--- src/rtl/polar_pkg.sv ---
// Shared state encoding and bit-index helpers for the polar SC decoder scheduler.
package polar_pkg;

   localparam int FW = 12;

   typedef enum logic [5:0] {
      ST_IDLE   = 6'b000001,
      ST_INPUT  = 6'b000010,
      ST_LLR    = 6'b000100,
      ST_DECIDE = 6'b001000,
      ST_PSUM   = 6'b010000,
      ST_OUT    = 6'b100000
   } state_t;

   function automatic logic [3:0] trailing_zeros(input logic [FW-1:0] v);
      logic [3:0] n;
      logic       hit;
      n   = '0;
      hit = 1'b0;
      for (int k = 0; k < FW; k++) begin
         if (!hit) begin
            if (v[k]) hit = 1'b1;
            else      n   = n + 4'd1;
         end
      end
      return n;
   endfunction

   function automatic logic [3:0] trailing_ones(input logic [FW-1:0] v);
      return trailing_zeros(~v);
   endfunction

endpackage

--- src/rtl/polar_stage_walker.sv ---
// Walks a tree stage range one step at a time, dwelling STAGE_LAT cycles per stage
// and strobing op_en on the first cycle of each; done flags the final dwell cycle.
module polar_stage_walker
   import polar_pkg::*;
#(
   parameter int SW        = 2,
   parameter int STAGE_LAT = 2
) (
   input  logic          clk,
   input  logic          reset,
   input  logic          go,
   input  logic          dir_up,
   input  logic [SW-1:0] start_stage,
   input  logic [SW-1:0] end_stage,
   output logic [SW-1:0] stage,
   output logic          op_en,
   output logic          done
);

   localparam int CW = (STAGE_LAT > 1) ? $clog2(STAGE_LAT) : 1;
   localparam logic [CW-1:0] LAST_DWELL = CW'(STAGE_LAT - 1);

   logic          active;
   logic          up_q;
   logic [SW-1:0] end_q;
   logic [CW-1:0] dwell;
   logic          last_cycle;

   assign last_cycle = active && (dwell == LAST_DWELL);
   assign done       = last_cycle && (stage == end_q);

   // go wins over done so the next walk starts with no bubble cycle
   always_ff @(posedge clk) begin
      if (reset) begin
         active <= 1'b0;
         up_q   <= 1'b0;
         end_q  <= '0;
         dwell  <= '0;
         stage  <= '0;
         op_en  <= 1'b0;
      end else if (go) begin
         active <= 1'b1;
         up_q   <= dir_up;
         end_q  <= end_stage;
         dwell  <= '0;
         stage  <= start_stage;
         op_en  <= 1'b1;
      end else if (last_cycle) begin
         dwell <= '0;
         if (stage == end_q) begin
            active <= 1'b0;
            op_en  <= 1'b0;
         end else begin
            stage <= up_q ? stage + SW'(1) : stage - SW'(1);
            op_en <= 1'b1;
         end
      end else begin
         op_en <= 1'b0;
         if (active) dwell <= dwell + CW'(1);
      end
   end

endmodule

--- src/rtl/polar_sc_scheduler.sv ---
// Successive-cancellation polar decoder control: input load, LLR/decide/partial-sum
// tree walk, output drain. Define POLAR_TLAST_CHECK_EN to enable s_tlast framing checks.
module polar_sc_scheduler
   import polar_pkg::*;
#(
   parameter int LOG2_N    = 10,
   parameter int STAGE_LAT = 2
) (
   input  logic                        clk,
   input  logic                        reset,
   input  logic                        s_tvalid,
   input  logic                        s_tlast,
   output logic                        s_tready,
   output logic                        in_we,
   output logic [LOG2_N-1:0]           in_addr,
   output logic [$clog2(LOG2_N)-1:0]   stage,
   output logic [LOG2_N-1:0]           bit_idx,
   output logic                        llr_op_en,
   output logic                        psum_op_en,
   output logic                        dec_en,
   input  logic                        frozen,
   input  logic                        m_tready,
   output logic                        m_tvalid,
   output logic                        m_tlast,
   output logic [LOG2_N-1:0]           out_addr,
   output logic [5:0]                  state_out,
   output logic                        err
);

   localparam int SW = $clog2(LOG2_N);
   localparam logic [LOG2_N-1:0] LAST_IDX = {LOG2_N{1'b1}};

   state_t            state;
   logic              beat;
   logic              walk_go;
   logic              walk_up;
   logic [SW-1:0]     walk_start;
   logic [SW-1:0]     walk_end;
   logic              walk_op;
   logic              walk_done;
   logic [LOG2_N-1:0] next_bit;
   logic [3:0]        t_ones;
   logic [3:0]        tz_next;
   logic              unused;

   assign s_tready   = (state == ST_INPUT);
   assign beat       = s_tready && s_tvalid;
   assign in_we      = beat;
   assign llr_op_en  = walk_op && (state == ST_LLR);
   assign psum_op_en = walk_op && (state == ST_PSUM);
   assign dec_en     = (state == ST_DECIDE);
   assign m_tvalid   = (state == ST_OUT);
   assign m_tlast    = (state == ST_OUT) && (out_addr == LAST_IDX);
   assign state_out  = state;

   // start(i+1) equals the trailing-ones count of i, so one lookup serves both paths
   always_comb begin
      // NOTE: every always_comb output gets a default first so no path infers a latch.
      walk_go    = 1'b0;
      walk_up    = 1'b0;
      walk_start = '0;
      walk_end   = '0;
      next_bit   = bit_idx + LOG2_N'(1);
      t_ones     = trailing_ones(FW'(bit_idx));
      tz_next    = trailing_zeros(FW'(next_bit));
      case (state)
         ST_INPUT: begin
            if (beat && in_addr == LAST_IDX) begin
               walk_go    = 1'b1;
               walk_start = SW'(LOG2_N - 1);
            end
         end
         ST_DECIDE: begin
            if (bit_idx != LAST_IDX) begin
               walk_go = 1'b1;
               if (t_ones == 4'd0) begin
                  walk_start = SW'(tz_next);
               end else begin
                  walk_up  = 1'b1;
                  walk_end = SW'(t_ones - 4'd1);
               end
            end
         end
         ST_PSUM: begin
            if (walk_done) begin
               walk_go    = 1'b1;
               walk_start = SW'(tz_next);
            end
         end
         default: ;
      endcase
   end

   polar_stage_walker #(
      .SW        (SW),
      .STAGE_LAT (STAGE_LAT)
   ) u_walker (
      .clk         (clk),
      .reset       (reset),
      .go          (walk_go),
      .dir_up      (walk_up),
      .start_stage (walk_start),
      .end_stage   (walk_end),
      .stage       (stage),
      .op_en       (walk_op),
      .done        (walk_done)
   );

   always_ff @(posedge clk) begin
      // NOTE: sequential state uses non-blocking assignments so every register samples pre-edge values.
      if (reset) begin
         state    <= ST_IDLE;
         in_addr  <= '0;
         bit_idx  <= '0;
         out_addr <= '0;
      end else begin
         case (state)
            ST_IDLE: begin
               if (s_tvalid) state <= ST_INPUT;
            end
            ST_INPUT: begin
               if (beat) begin
                  if (in_addr == LAST_IDX) begin
                     state   <= ST_LLR;
                     bit_idx <= '0;
                  end else begin
                     in_addr <= in_addr + LOG2_N'(1);
                  end
               end
            end
            ST_LLR: begin
               if (walk_done) state <= ST_DECIDE;
            end
            ST_DECIDE: begin
               if (bit_idx == LAST_IDX) begin
                  state    <= ST_OUT;
                  out_addr <= '0;
               end else if (t_ones == 4'd0) begin
                  bit_idx <= next_bit;
                  state   <= ST_LLR;
               end else begin
                  state <= ST_PSUM;
               end
            end
            ST_PSUM: begin
               if (walk_done) begin
                  bit_idx <= next_bit;
                  state   <= ST_LLR;
               end
            end
            ST_OUT: begin
               if (m_tready) begin
                  if (out_addr == LAST_IDX) begin
                     state    <= ST_IDLE;
                     in_addr  <= '0;
                     bit_idx  <= '0;
                     out_addr <= '0;
                  end else begin
                     out_addr <= out_addr + LOG2_N'(1);
                  end
               end
            end
            default: begin
               state    <= ST_IDLE;
               in_addr  <= '0;
               bit_idx  <= '0;
               out_addr <= '0;
            end
         endcase
      end
   end

   // frozen is consumed by the datapath's decision logic, not by this controller
`ifdef POLAR_TLAST_CHECK_EN
   always_ff @(posedge clk) begin
      if (reset)
         err <= 1'b0;
      else if (beat && (s_tlast != (in_addr == LAST_IDX)))
         err <= 1'b1;
   end
   assign unused = frozen;
`else
   assign err    = 1'b0;
   assign unused = ^{frozen, s_tlast};
`endif

endmodule

--- config.mk ---
export PLATFORM = sky130hd
export DESIGN_NAME = polar_sc_scheduler
export DESIGN_NICKNAME = d
export VERILOG_FILES = /design/src/rtl/polar_pkg.sv /design/src/rtl/polar_stage_walker.sv /design/src/rtl/polar_sc_scheduler.sv
export SDC_FILE = /design/constraint.sdc
export NUM_CORES = 1
export LEC_CHECK = 0
export ABC_AREA = 1
export BUFFER_PORTS_ARGS = -buffer_cell sky130_fd_sc_hd__clkbuf_2
export CORE_ASPECT_RATIO = 0.5
export CORE_MARGIN = 10
export CORE_UTILIZATION = 35
export CTS_BUF_LIST = sky130_fd_sc_hd__clkbuf_8 sky130_fd_sc_hd__clkbuf_16
export DETAILED_ROUTE_END_ITERATION = 6
export GPL_TIMING_DRIVEN = 0
export HOLD_SLACK_MARGIN = 0.06
export PLACE_DENSITY = 0.62
export SLEW_MARGIN = 40
export SYNTH_ARGS = -nofsm -noshare
export SYNTH_HDL_FRONTEND = slang
export SYNTH_SLANG_ARGS = --single-unit
--- constraint.sdc ---
create_clock -name clk -period 5.5 [get_ports clk]
set_input_delay 1.1 -clock clk [delete_from_list [all_inputs] [get_ports clk]]
set_output_delay 1.1 -clock clk [all_outputs]
set_load 0.005 [all_outputs]
### After elaboration in Yosys (flattened, before gate mapping)

Cells that the tools add are included.

| storage, ports and cells | value |
|---|---|
| flip-flop bits (word level) | 48 |
| output and inout port bits | 48 |
| logic and storage cells | 220 |

| operators by class | value |
|---|---|
| add/sub/neg operators | 29 |
| eq/ne operators | 23 |
| mux-type cells | 134 |
| bitwise gates (word level) | 4 |
| reduce and logical (&&, ||, !) cells | 20 |

Operators with widths:

| kind | number |
|---|---|
| $mux 4 | 53 |
| $mux 10 | 12 |
| $add 4x1->4 const B | 23 |
| $pmux 10 s3 | 2 |
| $mux 1 | 54 |
| $pmux 10 s5 | 1 |
| $mux 6 | 8 |
| $pmux 6 s6 | 1 |
| $add 10x1->10 const B | 3 |
| $eq 10x10->1 const B | 3 |
| $ne 2x1->1 const B | 8 |
| $not 10->12 | 1 |
| $pmux 4 s3 | 1 |
| $ne 10x10->1 const B | 1 |
| $ne 2x2->1 const B | 4 |
| $reduce_and 8->1 | 1 |
| $reduce_or 4->1 | 2 |
| $sub 4x1->4 const B | 2 |
| $logic_and 1x1->1 | 7 |
| $reduce_and 7->1 | 1 |
| $eq 6x1->1 const B | 1 |
| $eq 6x2->1 const B | 1 |
| $eq 6x3->1 const B | 1 |
| $eq 6x4->1 const B | 1 |
| other kinds (14) | 18 |

### Logic depth before layout (Yosys ltp)

| logic depth | value |
|---|---|
| word-level depth | 40 |
| gate-level depth with buffers | 40 |

### Modules after synthesis

A second synthesis with hierarchy kept.

| second synthesis, totals | value |
|---|---|
| cells, all modules | 762 |
| area, all modules | 4,469.3 µm² |

By module, submodules not included:

| module | instances | cells an instance | area each (µm²) |
|---|---|---|---|
| polar_sc_scheduler | 1 | 663 | 3,792.4 |
| polar_stage_walker | 1 | 99 | 676.9 |

### Worst setup path after synthesis

OpenSTA, ideal clock, no wires.

| timing | value |
|---|---|
| path kind | reg-to-reg |
| start point | register bit_idx[0] |
| end point | register bit_idx[9] |
| setup time | 0.129 ns |
| arrival | 5.453 ns |
| data required time | 5.371 ns |
| slack | -0.082 ns |
| stages on the path, launching flop included | 41 |
| buffers on the path | 1 |
| cells stage by stage | dfxtp_1 > ha_1 > nand2_2 > inv_2 > nand2_2 > nand2_2 > inv_2 > ha_1 > o21ai_1 > inv_1 > ha_1 > o21ai_1 > a21boi_2 > ha_1 > nand2_1 > nand2_1 > o21ai_1 > inv_1 > [5 not listed] > inv_1 > nand2_1 > inv_1 > ha_1 > nor2_1 > a21oi_1 > nand2_1 > inv_1 > ha_1 > o21ai_0 > ha_1 > a21boi_2 > nand2_1 > nand2_1 > nand2_2 > buf_6 > o21ai_2 > nor2_1 |

| between the ends | value |
|---|---|
| longest elaborated chain between the ends | 38 |

RTL lines:

| item | RTL line | text |
|---|---|---|
| start, declared | polar_sc_scheduler.sv:17 | `output logic [LOG2_N-1:0] bit_idx,` |
| start signal, assigned | polar_sc_scheduler.sv:139 | `bit_idx <= next_bit;` |
| start signal, assigned | polar_sc_scheduler.sv:147 | `bit_idx <= next_bit;` |
| $not 10->12 | polar_pkg.sv:30 | `return trailing_zeros(~v);` |
| $mux 1 | polar_pkg.sv:22 | `if (v[k]) hit = 1'b1;` |
| $add 4x1->4 | polar_pkg.sv:23 | `else n = n + 4'd1;` |
| $mux 4 | polar_pkg.sv:22 |  |
| $mux 4 | polar_pkg.sv:21 | `if (!hit) begin` |
| $add 4x1->4 | polar_pkg.sv:23 |  |
| $mux 4 | polar_pkg.sv:22 |  |
| $mux 4 | polar_pkg.sv:21 |  |
| [22 not listed] | -- |  |
| $mux 4 | polar_pkg.sv:22 |  |
| $mux 4 | polar_pkg.sv:21 |  |
| $add 4x1->4 | polar_pkg.sv:23 |  |
| $mux 4 | polar_pkg.sv:22 |  |
| $mux 4 | polar_pkg.sv:21 |  |
| $logic_not 4->1 | polar_sc_scheduler.sv:138 | `end else if (t_ones == 4'd0) begin` |
| $ne 2x1->1 (no source line) | -- |  |
| $reduce_and 8->1 (no source line) | -- |  |

Parallel ways exist; a longest one is shown, timed or not. The select of a mux whose other input is x is not followed.
A chain may end at the register's enable or synchronous reset.

### Final worst setup path

| timing | value |
|---|---|
| start point | register bit_idx[0] |
| end point | register bit_idx[6] |

Same word-level chain as after synthesis.

==> reports/summary.md <==
Of all nets on the critical path, the largest fanout is 5. Sorting the synthesized cells by how often they occur yields sky130_fd_sc_hd__nand2_1, sky130_fd_sc_hd__inv_1, sky130_fd_sc_hd__nand3_1. In the post-route analysis, the smallest setup slack over all paths is 197.8 ps. Once detailed placement completed, the half-perimeter wirelength came to 8.892 mm. Counting every net in the synthesized netlist gives 728.

The tools report the total standard cell area after synthesis as 4403 um^2. The depth of the CTS H-tree was 2. The count of pins over their slew limit is 0. No sink is reached through more buffers than the 2 on the longest clock path.

Counting distinct cell types in the post-synthesis netlist gives 49. The number of antenna diodes in the final layout is 0. The worst ir drop on vdd came out at 0.0001788 V.

The number of input and output port buffers inserted was 50; the clock transition at the registers of the reported paths was 70 ps. STA puts the critical path data required time at 5690 ps. Counting flops with a built-in enable in the synthesized netlist gives 0. Adding up every negative setup slack in the final design gives 0 ps. Synthesis inferred 48 register bits. Global routing consumed, over all layers together, 12.56% of the routing resources. Final critical path time including I/O delays and setup: 5302 ps. The number of remaining DRC errors is 0, and the floorplan die height is 99.31 um.

At the placement stage, the worst setup path has a slack of -612.6 ps. The upper clock frequency limit came out at 188.6 MHz. In this run the tightest slew margin relative to its limit is 51.45%. Final clock skew: 4.933 ps.

Global-route wire length before repair: 19.27 mm. The total detailed-routing wirelength is 11.55 mm. The number of gates on the worst path with buffers counted is 40, and the weighted congestion at the end of routability-driven global placement is 0.8399. The setup violation total in the final timing report is 0.

CTS saw 48 sinks. Counting both buffers and inverters, the worst setup path holds a total of 10. The logs give 4,479 for the via count and 5.983 mm for the post-route met1 wirelength. Share of the yosys chip area belonging to registers: 21.82%.

After detailed routing, the number of vias per cell comes to 4.735. The critical path class is register to register. Yosys attributes the largest share of cell area to sky130_fd_sc_hd__dfxtp_1, sky130_fd_sc_hd__nand2_1, sky130_fd_sc_hd__inv_1.

The number of DRC violations after detailed-routing iteration 0 is 329. By instance count, the leading cell after synthesis is sky130_fd_sc_hd__nand2_1. The initial utilization of the core area, before any placement, comes to 36.53%.

Type of the tightest min-delay check: register to register. Detailed routing placed a total of 333 um of wire on met3. The tools report the placeable core region as 12,050 um^2. Synthesis produced a netlist whose cell count is 697. The Yosys warning count is 0, and the period utilization is 96.40%. TritonCTS built the clock tree. The transition time at the pin with the least slew margin is 722.2 ps, and the number of I/O pins is 54. For the final instance area, the log shows 5530 um^2. The slowest cell on the critical path was sky130_fd_sc_hd__dfxtp_4. Clock root buffer master: sky130_fd_sc_hd__clkbuf_16.

The number of antenna violations at the first check in global routing is 0, and the overall power is 2255 uW. Detailed route wirelength on metal2: 5.191 mm. The final layout contains 811 nets. The fraction of synthesized cell area taken by the top area cell type was 21.82%; the cell depth of the worst flop-to-flop path was 40. On the critical path the largest part of the delay comes from adder cells.

The tools report the count of antenna-violating nets left after detailed routing as 0. Before antenna repair, the detailed router went through 5 iterations. In this run the horizontal extent of the chip is 178.6 um. Total die area: 17,740 um^2. STA classifies the critical path endpoint as a register. Compared with the post-synthesis result, the final layout area differs by 25.60%. The cell leakage power was 0.002778 uW. For this run, the leading register cell type out of synthesis is sky130_fd_sc_hd__dfxtp_1. For this design the ratio of total power to cell area is 407.7 nW/um^2.

The worst setup path is launched from a register. After synthesis, the share of flip-flops with an asynchronous set or reset is 0%. The number of cells traversed by the worst hold path is 2. The number of clock buffers added by TritonCTS is 5. Of the cells placed in the final design, the portion with a size suffix greater than 1 is 28.68%.

The routed length per instance is 12.21 um. In this run the mean area of a mapped cell was 6.317 um^2. Max-cap violations in this run came to 0. Top layer reached by signal wires: met4.

The tools report the number of hold buffers added after cts as 0. Setup repair after global routing could not meet its margin everywhere. Entering global routing, the biggest net connects 15 pins.

The arrival time at the worst endpoint is 5490 ps. The cell taking the most area after synthesis was sky130_fd_sc_hd__dfxtp_1. The clock latency on the worst-skew pair was 290 ps.

Number of hold-slack violations in the final timing report: 0. Summing all placed instances gives a cell area of 4862 um^2. Global routing finished with a remaining overflow of 0.

In this design, the stage delay of the slowest critical-path cell is 370 ps. The flow ran to the end, and the final reports show no timing, DRC or antenna violations. Row generation in the floorplan step produced 28 rows. The tools report the via count of the first global-routing pass as 4,082.

The worst hold slack is 487.0 ps.
power breakdown:
part,internal [uW],switching (uW)
logic,555,848
registers,410,91.3
clock network,212,139
timing repair:
action | in CTS | in global routing
resized for setup | 29 | 37
setup buffers | 19 | 7
endpoints found under the setup margin | 21 | 21
pin swaps | 11 | 23
cloned | 1 | 0
hold endpoints to repair | 0 | 0
worst reg2reg max path, delay by kind of cell (launching register included):
kind,cells,cell delay (ps)
and+or+nand+nor,12,890
buffers and inverters,10,760
adders and majority gates,9,1960
DFF,1,370
AOI/OAI and AO/OA,9,1230
cell type report:
class,count,area (um^2)
Buffer,8,53.80
Clock buffer,5,125.1
Clock inverter,3,38.79
Fill cell,1270,6521
Inverter,120,464.2
Multi-Input combinational cell,521,3192
Sequential cell,48,969.7
Tap cell,165,206.4
Timing Repair Buffer,76,480.5
registers in the layout (all words and copies together), names as in the netlist:
signal	cells
bit_idx	10
in_addr	10
out_addr	10
state_out	6
u_walker.end_q	4
u_walker.stage	4
u_walker.active	1
u_walker.dwell	1
u_walker.op_en	1
u_walker.up_q	1
cells by family (layout without fill, tap and decap cells):
logic type      after synthesis  in the layout  synth area share [%]
buf+inv                     128            212                 11.34
fa+ha+maj                    25             25                 7.275
simple gates                386            386                 43.22
flops                        48             48                 21.82
other cells                   1              1               0.08517
xor+xnor                     16             16                 3.353
compound gates               93             93                 12.90
placed cells by master, fill, tap and decap left out, types with 4 or more instances in the layout:
master and count:
sky130_fd_sc_hd__o21ai_4 5, sky130_fd_sc_hd__o21ai_0 13, sky130_fd_sc_hd__ha_1 14, sky130_fd_sc_hd__buf_4 23, sky130_fd_sc_hd__buf_6 4, sky130_fd_sc_hd__nor2_4 6, sky130_fd_sc_hd__inv_2 23, sky130_fd_sc_hd__nand2_2 22
sky130_fd_sc_hd__nand3_1 68, sky130_fd_sc_hd__o21ai_2 10, sky130_fd_sc_hd__clkbuf_16 5, sky130_fd_sc_hd__ha_4 8, sky130_fd_sc_hd__nand3_2 10, sky130_fd_sc_hd__nor3_1 10, sky130_fd_sc_hd__nor3b_1 5, sky130_fd_sc_hd__xor2_1 12
sky130_fd_sc_hd__o21ai_1 5, sky130_fd_sc_hd__nand2_1 156, sky130_fd_sc_hd__clkbuf_2 50, sky130_fd_sc_hd__nand4_1 10, sky130_fd_sc_hd__dfxtp_1 45, sky130_fd_sc_hd__a21oi_1 38, sky130_fd_sc_hd__a21oi_2 5, sky130_fd_sc_hd__nand2_4 12
sky130_fd_sc_hd__nor2_2 14, sky130_fd_sc_hd__nor2_1 57, sky130_fd_sc_hd__inv_1 91, sky130_fd_sc_hd__a211oi_1 4
through the flow:
| stage | instances | util [%] |
|---|---|---|
| floorplan | 697 | - |
| global placement | 912 | 40.34 |
| detailed placement | 912 | 40.34 |
| CTS | 940 | 44.06 |
| global route | 946 | 45.89 |
| finish | 946 | 45.89 |
final timing paths:
check / startpoint / end / slack, ps
setup / recovery: bit_idx[0] / bit_idx[6] / 200
hold / removal: u_walker.active / u_walker.active / 490
setup reg to reg: bit_idx[0] / bit_idx[6] / 200
hold reg to reg: u_walker.active / u_walker.active / 490
per-layer routing:
metal  GRT usage, %  vias to the layer above
li1               -                     2409
met1          17.70                     2012
met2          20.03                       51
met3          2.189                        7
met4          1.516                        0
met5              0                        -
Note: power is estimated with default switching activity, not from simulation.
